==> src/rtl/uart_pkg.sv <==
// Shared definitions for the UART transmit path: FSM encoding, timing constants and a
// counter-width helper.
package uart_pkg;

    typedef enum logic [1:0] {
        ST_IDLE,
        ST_START,
        ST_WAIT,
        ST_GAP
    } tx_state_e;

    localparam int unsigned CLK_HZ     = 50_000_000;
    localparam int unsigned BAUD       = 115200;
    localparam int unsigned BIT_CYCLES = CLK_HZ / BAUD;

    // Bits needed to hold the values 0..n; never less than one.
    function automatic int unsigned cnt_width(input int unsigned n);
        return (n < 1) ? 1 : $clog2(n + 1);
    endfunction

endpackage

==> src/rtl/sync_fifo.sv <==
// Single-clock FIFO with registered occupancy flags and a one-cycle overflow pulse.
// Writes seen while full are dropped, even when a read happens in the same cycle.
module sync_fifo #(
    parameter int unsigned DEPTH = 16,
    parameter int unsigned WIDTH = 8
) (
    input  logic                   clk,
    input  logic                   rst_n,
    input  logic                   wr_en,
    input  logic [WIDTH-1:0]       wr_data,
    input  logic                   rd_en,
    output logic [WIDTH-1:0]       rd_data,
    output logic                   full,
    output logic                   empty,
    output logic [$clog2(DEPTH):0] count,
    output logic                   ovf
);

    localparam int unsigned AW = $clog2(DEPTH);
    localparam int unsigned CW = AW + 1;

    logic [WIDTH-1:0] mem_q [DEPTH];
    logic [AW-1:0]    wr_ptr_q, wr_ptr_d;
    logic [AW-1:0]    rd_ptr_q, rd_ptr_d;
    logic [CW-1:0]    count_q, count_d;
    logic             full_q, empty_q, ovf_q;
    logic             wr_acc, rd_acc;

    always_comb begin
        wr_acc   = wr_en & ~full_q;
        rd_acc   = rd_en & ~empty_q;
        wr_ptr_d = wr_acc ? wr_ptr_q + AW'(1) : wr_ptr_q;
        rd_ptr_d = rd_acc ? rd_ptr_q + AW'(1) : rd_ptr_q;
        count_d  = count_q;
        unique case ({wr_acc, rd_acc})
            2'b10:   count_d = count_q + CW'(1);
            2'b01:   count_d = count_q - CW'(1);
            default: count_d = count_q;
        endcase
    end

    always_ff @(posedge clk or negedge rst_n) begin
        if (!rst_n) begin
            wr_ptr_q <= '0;
            rd_ptr_q <= '0;
            count_q  <= '0;
            full_q   <= 1'b0;
            empty_q  <= 1'b1;
            ovf_q    <= 1'b0;
        end else begin
            wr_ptr_q <= wr_ptr_d;
            rd_ptr_q <= rd_ptr_d;
            count_q  <= count_d;
            full_q   <= (count_d == CW'(DEPTH));
            empty_q  <= (count_d == '0);
            ovf_q    <= wr_en & full_q;
        end
    end

    always_ff @(posedge clk) begin
        if (wr_acc) begin
            mem_q[wr_ptr_q] <= wr_data;
        end
    end

    assign rd_data = mem_q[rd_ptr_q];
    assign full    = full_q;
    assign empty   = empty_q;
    assign count   = count_q;
    assign ovf     = ovf_q;

endmodule

==> src/rtl/uart_tx_fifo_ctrl.sv <==
// Byte buffer and send scheduler in front of the UART transmitter: pops one byte at a
// time, holds tx_start, waits for tx_done (with a watchdog) and enforces an idle gap.
module uart_tx_fifo_ctrl
    import uart_pkg::*;
#(
    parameter int unsigned DEPTH          = 16,
    parameter int unsigned ADDR_W         = 4,
    parameter int unsigned START_HOLD     = 2,
    parameter int unsigned GAP_CYCLES     = 2,
    parameter int unsigned TIMEOUT_CYCLES = 5208
) (
    input  logic              clk,
    input  logic              rst_n,
    input  logic              wr_en,
    input  logic [7:0]        wr_data,
    output logic              full,
    output logic              empty,
    output logic [ADDR_W:0]   count,
    output logic              ovf,
    output logic              tx_start,
    output logic [7:0]        tx_data,
    input  logic              tx_done,
    output logic              busy,
    output logic              tx_err
);

    localparam int unsigned HOLD_W   = cnt_width(START_HOLD);
    localparam int unsigned GAP_W    = cnt_width(GAP_CYCLES);
    localparam int unsigned WD_W     = cnt_width(TIMEOUT_CYCLES);
    localparam int unsigned GAP_LAST = (GAP_CYCLES == 0) ? 0 : GAP_CYCLES - 1;
    localparam int unsigned WD_LAST  = (TIMEOUT_CYCLES == 0) ? 0 : TIMEOUT_CYCLES - 1;

    tx_state_e         state_q, state_d;
    logic [HOLD_W-1:0] hold_q, hold_d;
    logic [GAP_W-1:0]  gap_q, gap_d;
    logic [WD_W-1:0]   wd_q, wd_d;
    logic              tx_start_q, tx_start_d;
    logic [7:0]        tx_data_q, tx_data_d;
    logic              tx_err_q, tx_err_d;
    logic              pop;
    logic [7:0]        fifo_rd_data;

    sync_fifo #(
        .DEPTH (DEPTH),
        .WIDTH (8)
    ) u_fifo (
        .clk     (clk),
        .rst_n   (rst_n),
        .wr_en   (wr_en),
        .wr_data (wr_data),
        .rd_en   (pop),
        .rd_data (fifo_rd_data),
        .full    (full),
        .empty   (empty),
        .count   (count),
        .ovf     (ovf)
    );

    always_comb begin
        state_d  = state_q;
        hold_d   = hold_q;
        gap_d    = gap_q;
        wd_d     = wd_q;
        tx_err_d = 1'b0;
        pop      = 1'b0;
        unique case (state_q)
            ST_IDLE: begin
                if (!empty) begin
                    pop     = 1'b1;
                    hold_d  = '0;
                    state_d = ST_START;
                end
            end
            // START lasts START_HOLD+1 cycles so the registered tx_start is high START_HOLD.
            ST_START: begin
                if (tx_done) begin
                    gap_d   = '0;
                    state_d = ST_GAP;
                end else if (hold_q == HOLD_W'(START_HOLD)) begin
                    wd_d    = '0;
                    state_d = ST_WAIT;
                end else begin
                    hold_d = hold_q + HOLD_W'(1);
                end
            end
            ST_WAIT: begin
                if (tx_done) begin
                    gap_d   = '0;
                    state_d = ST_GAP;
                end else if (wd_q == WD_W'(WD_LAST)) begin
                    tx_err_d = 1'b1;
                    gap_d    = '0;
                    state_d  = ST_GAP;
                end else begin
                    wd_d = wd_q + WD_W'(1);
                end
            end
            ST_GAP: begin
                if (gap_q == GAP_W'(GAP_LAST)) begin
                    state_d = ST_IDLE;
                end else begin
                    gap_d = gap_q + GAP_W'(1);
                end
            end
            default: state_d = ST_IDLE;
        endcase
        tx_start_d = (state_q == ST_START) && (state_d == ST_START);
        tx_data_d  = pop ? fifo_rd_data : tx_data_q;
    end

    always_ff @(posedge clk or negedge rst_n) begin
        if (!rst_n) begin
            state_q    <= ST_IDLE;
            hold_q     <= '0;
            gap_q      <= '0;
            wd_q       <= '0;
            tx_start_q <= 1'b0;
            tx_data_q  <= 8'h00;
            tx_err_q   <= 1'b0;
        end else begin
            state_q    <= state_d;
            hold_q     <= hold_d;
            gap_q      <= gap_d;
            wd_q       <= wd_d;
            tx_start_q <= tx_start_d;
            tx_data_q  <= tx_data_d;
            tx_err_q   <= tx_err_d;
        end
    end

    assign tx_start = tx_start_q;
    assign tx_data  = tx_data_q;
    assign tx_err   = tx_err_q;
    assign busy     = (state_q != ST_IDLE);

endmodule

==> config.mk <==
export PLATFORM = sky130hd
export DESIGN_NAME = uart_tx_fifo_ctrl
export DESIGN_NICKNAME = d
export VERILOG_FILES = /design/src/rtl/uart_pkg.sv /design/src/rtl/sync_fifo.sv /design/src/rtl/uart_tx_fifo_ctrl.sv
export SDC_FILE = /design/constraint.sdc
export NUM_CORES = 1
export LEC_CHECK = 0
export CORE_ASPECT_RATIO = 1.2
export CORE_MARGIN = 10
export CORE_UTILIZATION = 25
export CTS_BUF_LIST = sky130_fd_sc_hd__clkbuf_2 sky130_fd_sc_hd__clkbuf_4 sky130_fd_sc_hd__clkbuf_8
export CTS_CLUSTER_DIAMETER = 50
export CTS_CLUSTER_SIZE = 20
export DETAILED_ROUTE_END_ITERATION = 8
export PLACE_DENSITY = 0.4
export SYNTH_ARGS = -nofsm -noshare
export SYNTH_HDL_FRONTEND = slang
export SYNTH_SLANG_ARGS = --single-unit
==> constraint.sdc <==
create_clock -name clk -period 5.35 [get_ports clk]
set_input_delay 1.3375 -clock clk [delete_from_list [all_inputs] [get_ports clk]]
set_output_delay 1.3375 -clock clk [all_outputs]
set_load 0.02 [all_outputs]
---- Yosys cells after proc, flatten, opt, wreduce, memory -nomap -nowiden ----
Memories as Yosys holds them, arrays and structs flattened. A register that Yosys moved wholly into a read port is not among the register bits.
Index checks and enable logic that the tools add are counted.
storage, ports and cells
  flip-flop bits (word level) ............. 37
  RAM bits ................................ 128
  bits of input ports ..................... 12
  output and inout bits ................... 19
  word-level logic and storage cells ...... 84
  memories kept ........................... 1
operators by class
  $add $sub $neg .......................... 7
  equal/unequal tests ..................... 19
  mux-type cells .......................... 29
  bitwise gates (word level) .............. 5
  reductions and logical operators ........ 11
memory list
  name          depth  bits a word  rd ports  clocked after memory_dff  wr ports  RTL line         RTL
  u_fifo.mem_q  16     8            1         1                         1         sync_fifo.sv:22  logic [WIDTH-1:0] mem_q [DEPTH];
operators by type and width
  cell                   number
  $mux 13                4
  $mux 2                 13
  $pmux 13 s2            1
  $ne 2x2->1 const B     8
  $add 13x1->13 const B  1
  $eq 13x13->1 const B   1
  $pmux 5 s2             1
  $add 4x1->4 const B    2
  $eq 2x1->1 const B     4
  $eq 2x2->1 const B     4
  $pmux 2 s4             1
  $reduce_and 4->1       2
  $mux 1                 7
  $pmux 2 s3             1
  $reduce_bool 2->1      3
  $add 5x1->5 const B    1
  $eq 5x5->1 const B     1
  $logic_not 5->1        1
  $reduce_and 5->1       1
  $sub 5x1->5 const B    1
  $add 2x1->2 const B    2
  $pmux 2 s2             1
  $and 1x1->1            3
  $ne 3x3->1 const B     1
  other kinds (5)        6

---- Logic depth before layout (Yosys ltp) ----
Gate-level depths: netlist of run 1.
  word-level depth ........................ 6
  gate-level depth with buffers ........... 13
  mapped depth without buffers ............ 12

---- Modules after synthesis ----
From an unflattened synthesis of run 1, not the netlist that was laid out.
unflattened totals
  cells, all modules ...................... 409
  area total of the unflattened synthesis .. 7,285.7 um^2
by module, submodules not included
  module             times used  cells an instance  area an instance (um^2)  seq. area each (um^2)
  sync_fifo          1           278                5,793.1                  4,245.3
  uart_tx_fifo_ctrl  1           131                1,492.7                  725.7

---- Worst setup path before layout of run 1 ----
Ideal clock, no wire load.
  path kind ............................... input to register
  start point ............................. input wr_en
  end point ............................... register u_fifo.empty_q (netlist: u_fifo.empty)
  setup time .............................. 82 ps
  arrival time ............................ 3,395 ps
  required time ........................... 5,268 ps
  setup slack ............................. 1,874 ps
  cell stages on the path ................. 13
  path buffers ............................ 1
  cell sequence ........................... nor2b_1 -> buf_4 -> inv_1 -> nand2_1 -> xnor2_1 -> ha_1 -> or2_2 -> a31oi_1 -> mux2i_1 -> a2111oi_2 -> xnor2_1 -> inv_1 -> nor3_1
between the ends
  cells in the longest elaborated chain, start to end .. 4
  elaborated cells on any way between the ends .. 5
  classes of those cells .................. eq/ne: 2; mux: 1; bitwise: 1; reduce/logical: 1
RTL lines
  what                                             RTL line                 RTL
  start: declaration                               uart_tx_fifo_ctrl.sv:14  input logic wr_en,
  $and 1x1->1 *                                    sync_fifo.sv:30          wr_acc = wr_en & ~full_q;
  $eq 2x1->1 / $eq 2x2->1 (equally long branches)  sync_fifo.sv:35          unique case ({wr_acc, rd_acc})
  $pmux 5 s2 *                                     sync_fifo.sv:35
  net u_fifo.count_d[4]                            sync_fifo.sv:25          logic [CW-1:0] count_q, count_d;
  $logic_not 5->1 *                                sync_fifo.sv:55          empty_q <= (count_d == '0);
  end signal: assignment                           sync_fifo.sv:55
  end: declaration                                 sync_fifo.sv:26          logic full_q, empty_q, ovf_q;
Mark *: on every way through the listed nets, which the timed path passes. The rest lies on a longest branch.
A chain may end at the register's enable or synchronous reset.

---- Final worst setup path of run 1 ----
Ends and elaborated chain as after synthesis.

==> metrics.md, run 1 <==
| Metric | Value |
|---|---|
| Run status | `completed` |
| Initial antenna violation count | `0` |
| Reg2reg path depth | `12` |
| Routability cong. | `around 0.76` |
| Fin crit period | `4.03 ns` |
| Hold Crit Class | `reg2reg` |
| IO buf count | `30` |
| Post-cts hold buffer count | `0` |
| Critical path depth | `13` |
| Peak supply drop | `0.177 mV` |
| Layout net count | `a little under 500` |
| Synth top area cells | `edfxtp_1 (53%), dfrtp_1 (15%), mux4_2 (12%), ha_1 (1.7%), o21ai_0 (1.7%)` |
| Synth-to-Final Area Change | `15.7%` |
| Finish-stage setup viols | `0` |
| PostCTS Resize Cnt | `0` |
| Clock buffers created by TritonCTS | `17` |
| Cell area after layout | `around 8300 sq um` |
| Worst EP required | `~5.7 ns` |
| Vias in the first global route | `3915` |
| Cell taking the most area after synthesis | `edfxtp_1` |
| Max FO, Critical Path | `9` |
| CP Buf/Inv Count | `3` |
| CTS tree | `done` |
| Max Cap Violations | `0` |
| First-pass GRT wire length | `about 25 mm` |
| CTS root buf | `clkbuf_8` |
| Clk slew on worst S/H paths | `about 0.10 ns` |
| Post-route setup slack | `around 1.3 ns` |
| Remaining antenna violation count | `0` |
| Hold Crit Depth | `1` |
| Number of synthesized register bits | `roughly 170` |
| Post-synth EDFFs | `about 130` |
| DR vias | `approximately 3800` |
| Pre-CTS worst setup slack | `0.819 ns` |
| Largest net degree at the start of global routing | `36` |
| Critical path class | `in2reg` |
| Dpl hpwl | `roughly 11 mm` |
| Share of post-route cells with drive strength above 1 | `21.8%` |
| Mapped Nets | `451` |
| Core box area | `28600 sq um` |
| Post-synth top area share | `53.3%` |
| Startpoint types | `input port` |
| Die height | `a little over 200 um` |
| Starting Density | `roughly 25%` |
| Synth Warn # | `0` |
| Slew Viols, Final | `0` |
| Slew @ Worst Pin | `1.01 ns` |
| Die Wd | `roughly 180 um` |
| Final Hold Viols | `0` |
| Post-Layout Cell Count | `around 870` |
| Setup Skew | `0.0187 ns` |
| Antenna cells | `0` |
| Via/cell ratio | `~4.4` |
| Mean Syn Cell Area | `16.8 sq um` |
| Post-Synthesis Cells | `between 400 and 500` |
| Min Hold Slack | `between 0.4 and 0.5 ns` |
| Clock buffer depth | `2` |
| Async SR Flop Fraction | `roughly a quarter` |
| I/O pins | `31` |
| Row Count | `68` |
| Clock sink count | `between 150 and 200` |
| Synth cell types | `between 40 and 50` |
| Power consumption | `4.16 mW` |
| Largest stage delay, worst path | `0.54 ns` |
| DR DRC count | `0` |
| Wire length per cell | `about 19 um` |
| CP arrival | `roughly 4.4 ns` |
| Worst skew pair latency | `around 0.47 ns` |
| Most used DFF post-synth | `edfxtp_1` |
| Mapped cell area | `7210 sq um` |
| Slew headroom | `between 30% and 40%` |
| DR pass1 iterations | `4` |
| Cell area after placement | `between 7000 and 8000 sq um` |
| Post-CTS Setup Inserts | `0` |
| CP cell instances | `clkdlybuf4s50_1 -> nor2b_1 -> inv_1 -> nand2_1 -> xnor2_1 -> ha_1 -> or2_2 -> a31oi_1 -> mux2i_1 -> a2111oi_2 -> xnor2_1 -> inv_1 -> nor3_1` |
| Htree depth | `4` |
| Die area | `~36000 sq um` |
| RSZ-0062 raised after global routing | `no` |
| Synth top cells by count | `edfxtp_1 (128), dfrtp_1 (44), mux4_2 (40)` |
| Top delay family on crit path | `simple AND/OR/NAND/NOR gates` |
| Drt total wl | `16.4 mm` |
| Pleak | `roughly 2.8 nW` |
| Setup TNS | `0 ns` |
| CP Capture Type | `flip-flop` |
| Congestion Overflow GR | `0` |
| Gr usage total | `under 10%` |
| Crit path max-delay cell type | `nor2b_1` |
| FMAX | `roughly 0.25 GHz` |
| Post-synthesis sequential area ratio | `between 60 and 70%` |
| Layout Utilization | `a little under 30%` |
| Inst Count DP | `approximately 840` |
| PwrDens | `498 nW/um^2` |
| Period utilization | `75.2%` |
| Most common cell in the netlist | `edfxtp_1` |
| Initial drt markers | `269` |
## area by class of cell
class                   instances  area (sq um)
clock buffers                  18           248
well taps                     385           482
inverters                       9          33.8
flip-flops and latches        173          4970
multi-input cells             224          2080
fillers                      2889         20200
clock inverters                14           126
repair buffers                 44           400
## final timing paths
check | slack, ns | startpoint | to
worst max-delay path | 1.32 | wr_en | u_fifo.empty
max in group asynchronous | 3.72 | rst_n | u_fifo.rd_ptr_q[0]
worst max register to register | 2.26 | u_fifo.full | u_fifo.empty
min in group asynchronous | 0.84 | rst_n | u_fifo.ovf
worst min register to register | 0.48 | wd_q[12] | wd_q[12]
worst min-delay path | 0.48 | wd_q[12] | wd_q[12]
## flip-flops by register name (all words and copies together) (netlist names), 2 cells and up
| signal | flops |
|---|---|
| u_fifo.mem_q | 128 |
| wd_q | 13 |
| tx_data | 8 |
| u_fifo.count | 5 |
| u_fifo.rd_ptr_q | 4 |
| u_fifo.wr_ptr_q | 4 |
| gap_q | 2 |
| hold_q | 2 |
| state_q | 2 |
## per-layer routing
layer | routed length (um) | share of wire (%) | track usage [%]
met5 | 0 | 0 | 0
met4 | 274 | 1.7 | 3.52
met3 | 640 | 3.9 | 2.61
met2 | 8210 | 50 | 15.6
met1 | 7260 | 44 | 11.7
## cell families after synthesis
group,after synthesis,synth area share (%)
adders and majority gates,10,1.74
AOI/OAI and AO/OA,50,4.30
and+or+nand+nor,99,6.87
DFF,173,69.0
xor gates and xnor gates,12,1.46
muxes,53,14.5
buffers and inverters,32,2.19
## report_power, final
part / switching (mW) / internal, mW
Combinational: 0.689 / 0.690
Clock: 0.526 / 0.351
Sequential: 0.236 / 1.67
Total: 1.45 / 2.71
## cell usage in the layout (no fill, tap or decap), drive strengths merged, types with 15 or more instances in the layout
cell type / instances
edfxtp: 128
dfrtp: 44
mux4: 40
nor2: 31
clkdlybuf4s50: 29
o21ai: 27
nand2: 24
clkbuf: 18
inv: 17
buf: 15
Power figures use the tool's default switching activity.
==> run 2: changes to the inputs <==
--- a/config.mk
+++ b/config.mk
@@ -12,7 +12,7 @@
 export CTS_CLUSTER_DIAMETER = 50
 export CTS_CLUSTER_SIZE = 20
 export DETAILED_ROUTE_END_ITERATION = 8
-export PLACE_DENSITY = 0.4
+export PLACE_DENSITY = 0.41
 export SYNTH_ARGS = -nofsm -noshare
 export SYNTH_HDL_FRONTEND = slang
 export SYNTH_SLANG_ARGS = --single-unit
==> constraint.sdc (replaced) <==
create_clock -name clk -period 3.4 [get_ports clk]
set_input_delay 0.85 -clock clk [delete_from_list [all_inputs] [get_ports clk]]
set_output_delay 0.85 -clock clk [all_outputs]
set_load 0.02 [all_outputs]
==> run 2 against run 1 <==
Against the previous run:
- non-clock buffer count grew 14
- sequential share of layout area fell by 0.72 points
- core utilization grew 0.36 points
- count of clock-buffer cells in the layout is 1 lower
- die area did not move
- clock power increased by 53%
- final cell count is 1.6% higher
- flip-flop and latch count unchanged
- final area is 1.2% higher
- sequential power up 57%
- first-iteration DRC count fell by 11%
- largest cell class unchanged
==> metrics.md, run 2 (same netlist as run 1, synthesis figures left out) <==
| Metric | Value |
|---|---|
| Share of post-route cells with drive strength above 1 | `23.8% (+2.0 points)` |
| DR pass1 iterations | `6 (+2)` |
| Row Count | `68 (unchanged)` |
| Die area | `36100 sq um (unchanged)` |
| Flop pwr share | `45.5% (-0.3 points)` |
| Antenna cells | `0 (unchanged)` |
| Fin crit period | `between 2 and 3 ns` |
| Clock buffer depth | `2 (unchanged)` |
| Starting Density | `25.2% (unchanged)` |
| Part of the power in the clock network | `20.4% (-0.7 points)` |
| PwrDens | `776 nW/um^2 (+56%)` |
| Pleak | `2.88 nW (+2.9%)` |
| Remaining antenna violation count | `0 (unchanged)` |
| Initial drt markers | `240 (-11%)` |
| Largest Register | `u_fifo.mem_q` |
| Dpl hpwl | `10.5 mm (-0.16%)` |
| Switching portion of total power | `34.7% (-0.23 points)` |
| Slew @ Worst Pin | `0.756 ns (-0.258 ns)` |
| Slew Viols, Final | `0 (unchanged)` |
| Max FO, Critical Path | `3 (-6)` |
| Vias in the first global route | `4191 (+7.0%)` |
| Htree depth | `4 (unchanged)` |
| Run status | `completed` |
| Post-cts hold buffer count | `0 (unchanged)` |
| CTS root buf | `clkbuf_8` |
| Finish-stage setup viols | `0 (unchanged)` |
| I/O pins | `31 (unchanged)` |
| Gr usage total | `9.56% (+0.094 points)` |
| Drt total wl | `16.4 mm (+0.27%)` |
| Setup Skew | `0.0125 ns (-0.00616 ns)` |
| Worst skew pair latency | `0.46 ns (about the same)` |
| RSZ-0062 raised after global routing | `no` |
| IO buf count | `30 (unchanged)` |
| CP Capture Type | `flip-flop` |
| Cell area after layout | `8450 sq um (+1.2%)` |
| Congestion Overflow GR | `0 (unchanged)` |
| Commonest non-fill, non-tap cells in the layout | `edfxtp_1 (128), dfrtp_1 (43), mux4_2 (40)` |
| DR DRC count | `0 (unchanged)` |
| Layout filler cell count | `2865 (-0.83%)` |
| CP arrival | `3.32 ns (-1.10 ns)` |
| Clock buffers created by TritonCTS | `17 (unchanged)` |
| Commonest non-fill, non-tap cell in the layout | `edfxtp_1` |
| Clock sink count | `173 (unchanged)` |
| Peak supply drop | `0.254 mV (+43%)` |
| Initial antenna violation count | `0 (unchanged)` |
| Max reg flops | `128 (unchanged)` |
| Top delay family on crit path | `simple AND/OR/NAND/NOR gates` |
| Layout Utilization | `29.5% (+0.36 points)` |
| CP Buf/Inv Count | `3 (unchanged)` |
| DR vias | `3869 (+2.1%)` |
| Die Wd | `175 um (unchanged)` |
| Die height | `206 um (unchanged)` |
| Gate power share | `34.1% (+0.9 points)` |
| Layout net count | `505 (+2.9%)` |
| Crit path max-delay cell type | `clkdlybuf4s50_1` |
| Setup TNS | `0 ns (unchanged)` |
| First-pass GRT wire length | `25.8 mm (+3.1%)` |
| FMAX | `roughly 0.34 GHz` |
| Core box area | `28600 sq um (unchanged)` |
| Startpoint types | `input port` |
| Final Hold Viols | `0 (unchanged)` |
| Synth-to-Final Area Change | `17.1%` |
| Largest net degree at the start of global routing | `36 (unchanged)` |
| Slew headroom | `49.6% (+17 points)` |
| Post-CTS Setup Inserts | `0 (unchanged)` |
| Via/cell ratio | `4.39 (+0.46%)` |
| Sw power | `2.27 mW (+57%)` |
| Largest stage delay, worst path | `0.47 ns (-0.07 ns)` |
| Period utilization | `between 80% and 90%` |
| Critical path class | `in2reg` |
| Worst EP required | `3.77 ns (-1.97 ns)` |
| Routability cong. | `0.745 (-1.8%)` |
| Max Cap Violations | `0 (unchanged)` |
| PostCTS Resize Cnt | `0 (unchanged)` |
| Cell area after placement | `8090 sq um (+1.5%)` |
| Internal | `4.28 mW (+58%)` |
| CTS tree | `done` |
| CP cell instances | `clkdlybuf4s50_1 -> nor2b_1 -> inv_1 -> nand2_1 -> xnor2_1 -> ha_1 -> or2_2 -> a31oi_1 -> mux2i_1 -> a2111oi_2 -> xnor2_1 -> inv_1 -> nor3_1` |
| Hold Crit Class | `in2async` |
| Wire length per cell | `18.6 um (-1.3%)` |
| Clk slew on worst S/H paths | `0.09 ns (about the same)` |
[run 2: cell types whose count changed in the layout (fill, tap and decap cells not counted)]
cell        change
buf_12          +1
buf_4          +13
clkbuf_8        -1
clkinv_1        +1
clkinv_2        +2
clkinv_8        -1
clkinvlp_4      -2
inv_6           -2
inv_8           +3
[run 2: power groups by stage]
stage	Clock (mW)	Sequential (mW)	Combinational, mW
6_report	1.34	2.98	2.24
5_1_grt	1.50	3.04	2.46
4_1_cts	1.40	2.99	2.30
3_5_place_dp	0	3.03	2.29
3_3_place_gp	0	3.03	2.27
2_1_floorplan	0	2.90	1.62
[run 2: cell type report]
type                    instances  area, sq um  area share (%)
flip-flops and latches        173         4970            58.9
inverters                       9         33.8           0.400
repair buffers                 58          518            6.13
clock inverters                15          125            1.48
multi-input cells             224         2080            24.6
clock buffers                  17          234            2.77
well taps                     385          482            5.70
[run 2: worst paths after layout]
path	start	end	slack (ns)	cells after the start
worst max-delay path	wr_en	u_fifo.empty	0.45	13
worst min-delay path	rst_n	u_fifo.ovf	0.36	1
worst max register to register	state_q[0]	u_fifo.empty	0.74	11
worst min register to register	hold_q[0]	hold_q[0]	0.49	1
max in group asynchronous	rst_n	u_fifo.rd_ptr_q[0]	2.27	2
min in group clk	hold_q[0]	hold_q[0]	0.49	1
[run 2: per-stage QoR]
stage / setup slack, ns / hold WS, ns / std cells / power [mW]
4_1_cts: 0.478 / 0.351 / 881 / 6.69
5_1_grt: 0.223 / 0.367 / 881 / 7.00
6_report: 0.451 / 0.358 / 881 / 6.55
2_1_floorplan: 0.411 / 0.442 / 429 / 4.53
3_5_place_dp: 0.00576 / 0.475 / 849 / 5.33
3_3_place_gp: 0.0668 / 0.470 / 849 / 5.29
[run 2: per-layer routing]
| layer | global-route usage [%] | up-vias | share of wire, % |
|---|---|---|---|
| li1 | - | 1767 | - |
| met5 | 0 | - | 0 |
| met1 | 11.7 | 2013 | 43 |
| met2 | 16.4 | 77 | 51 |
| met4 | 2.46 | 0 | 1.1 |
| met3 | 2.54 | 12 | 4.0 |
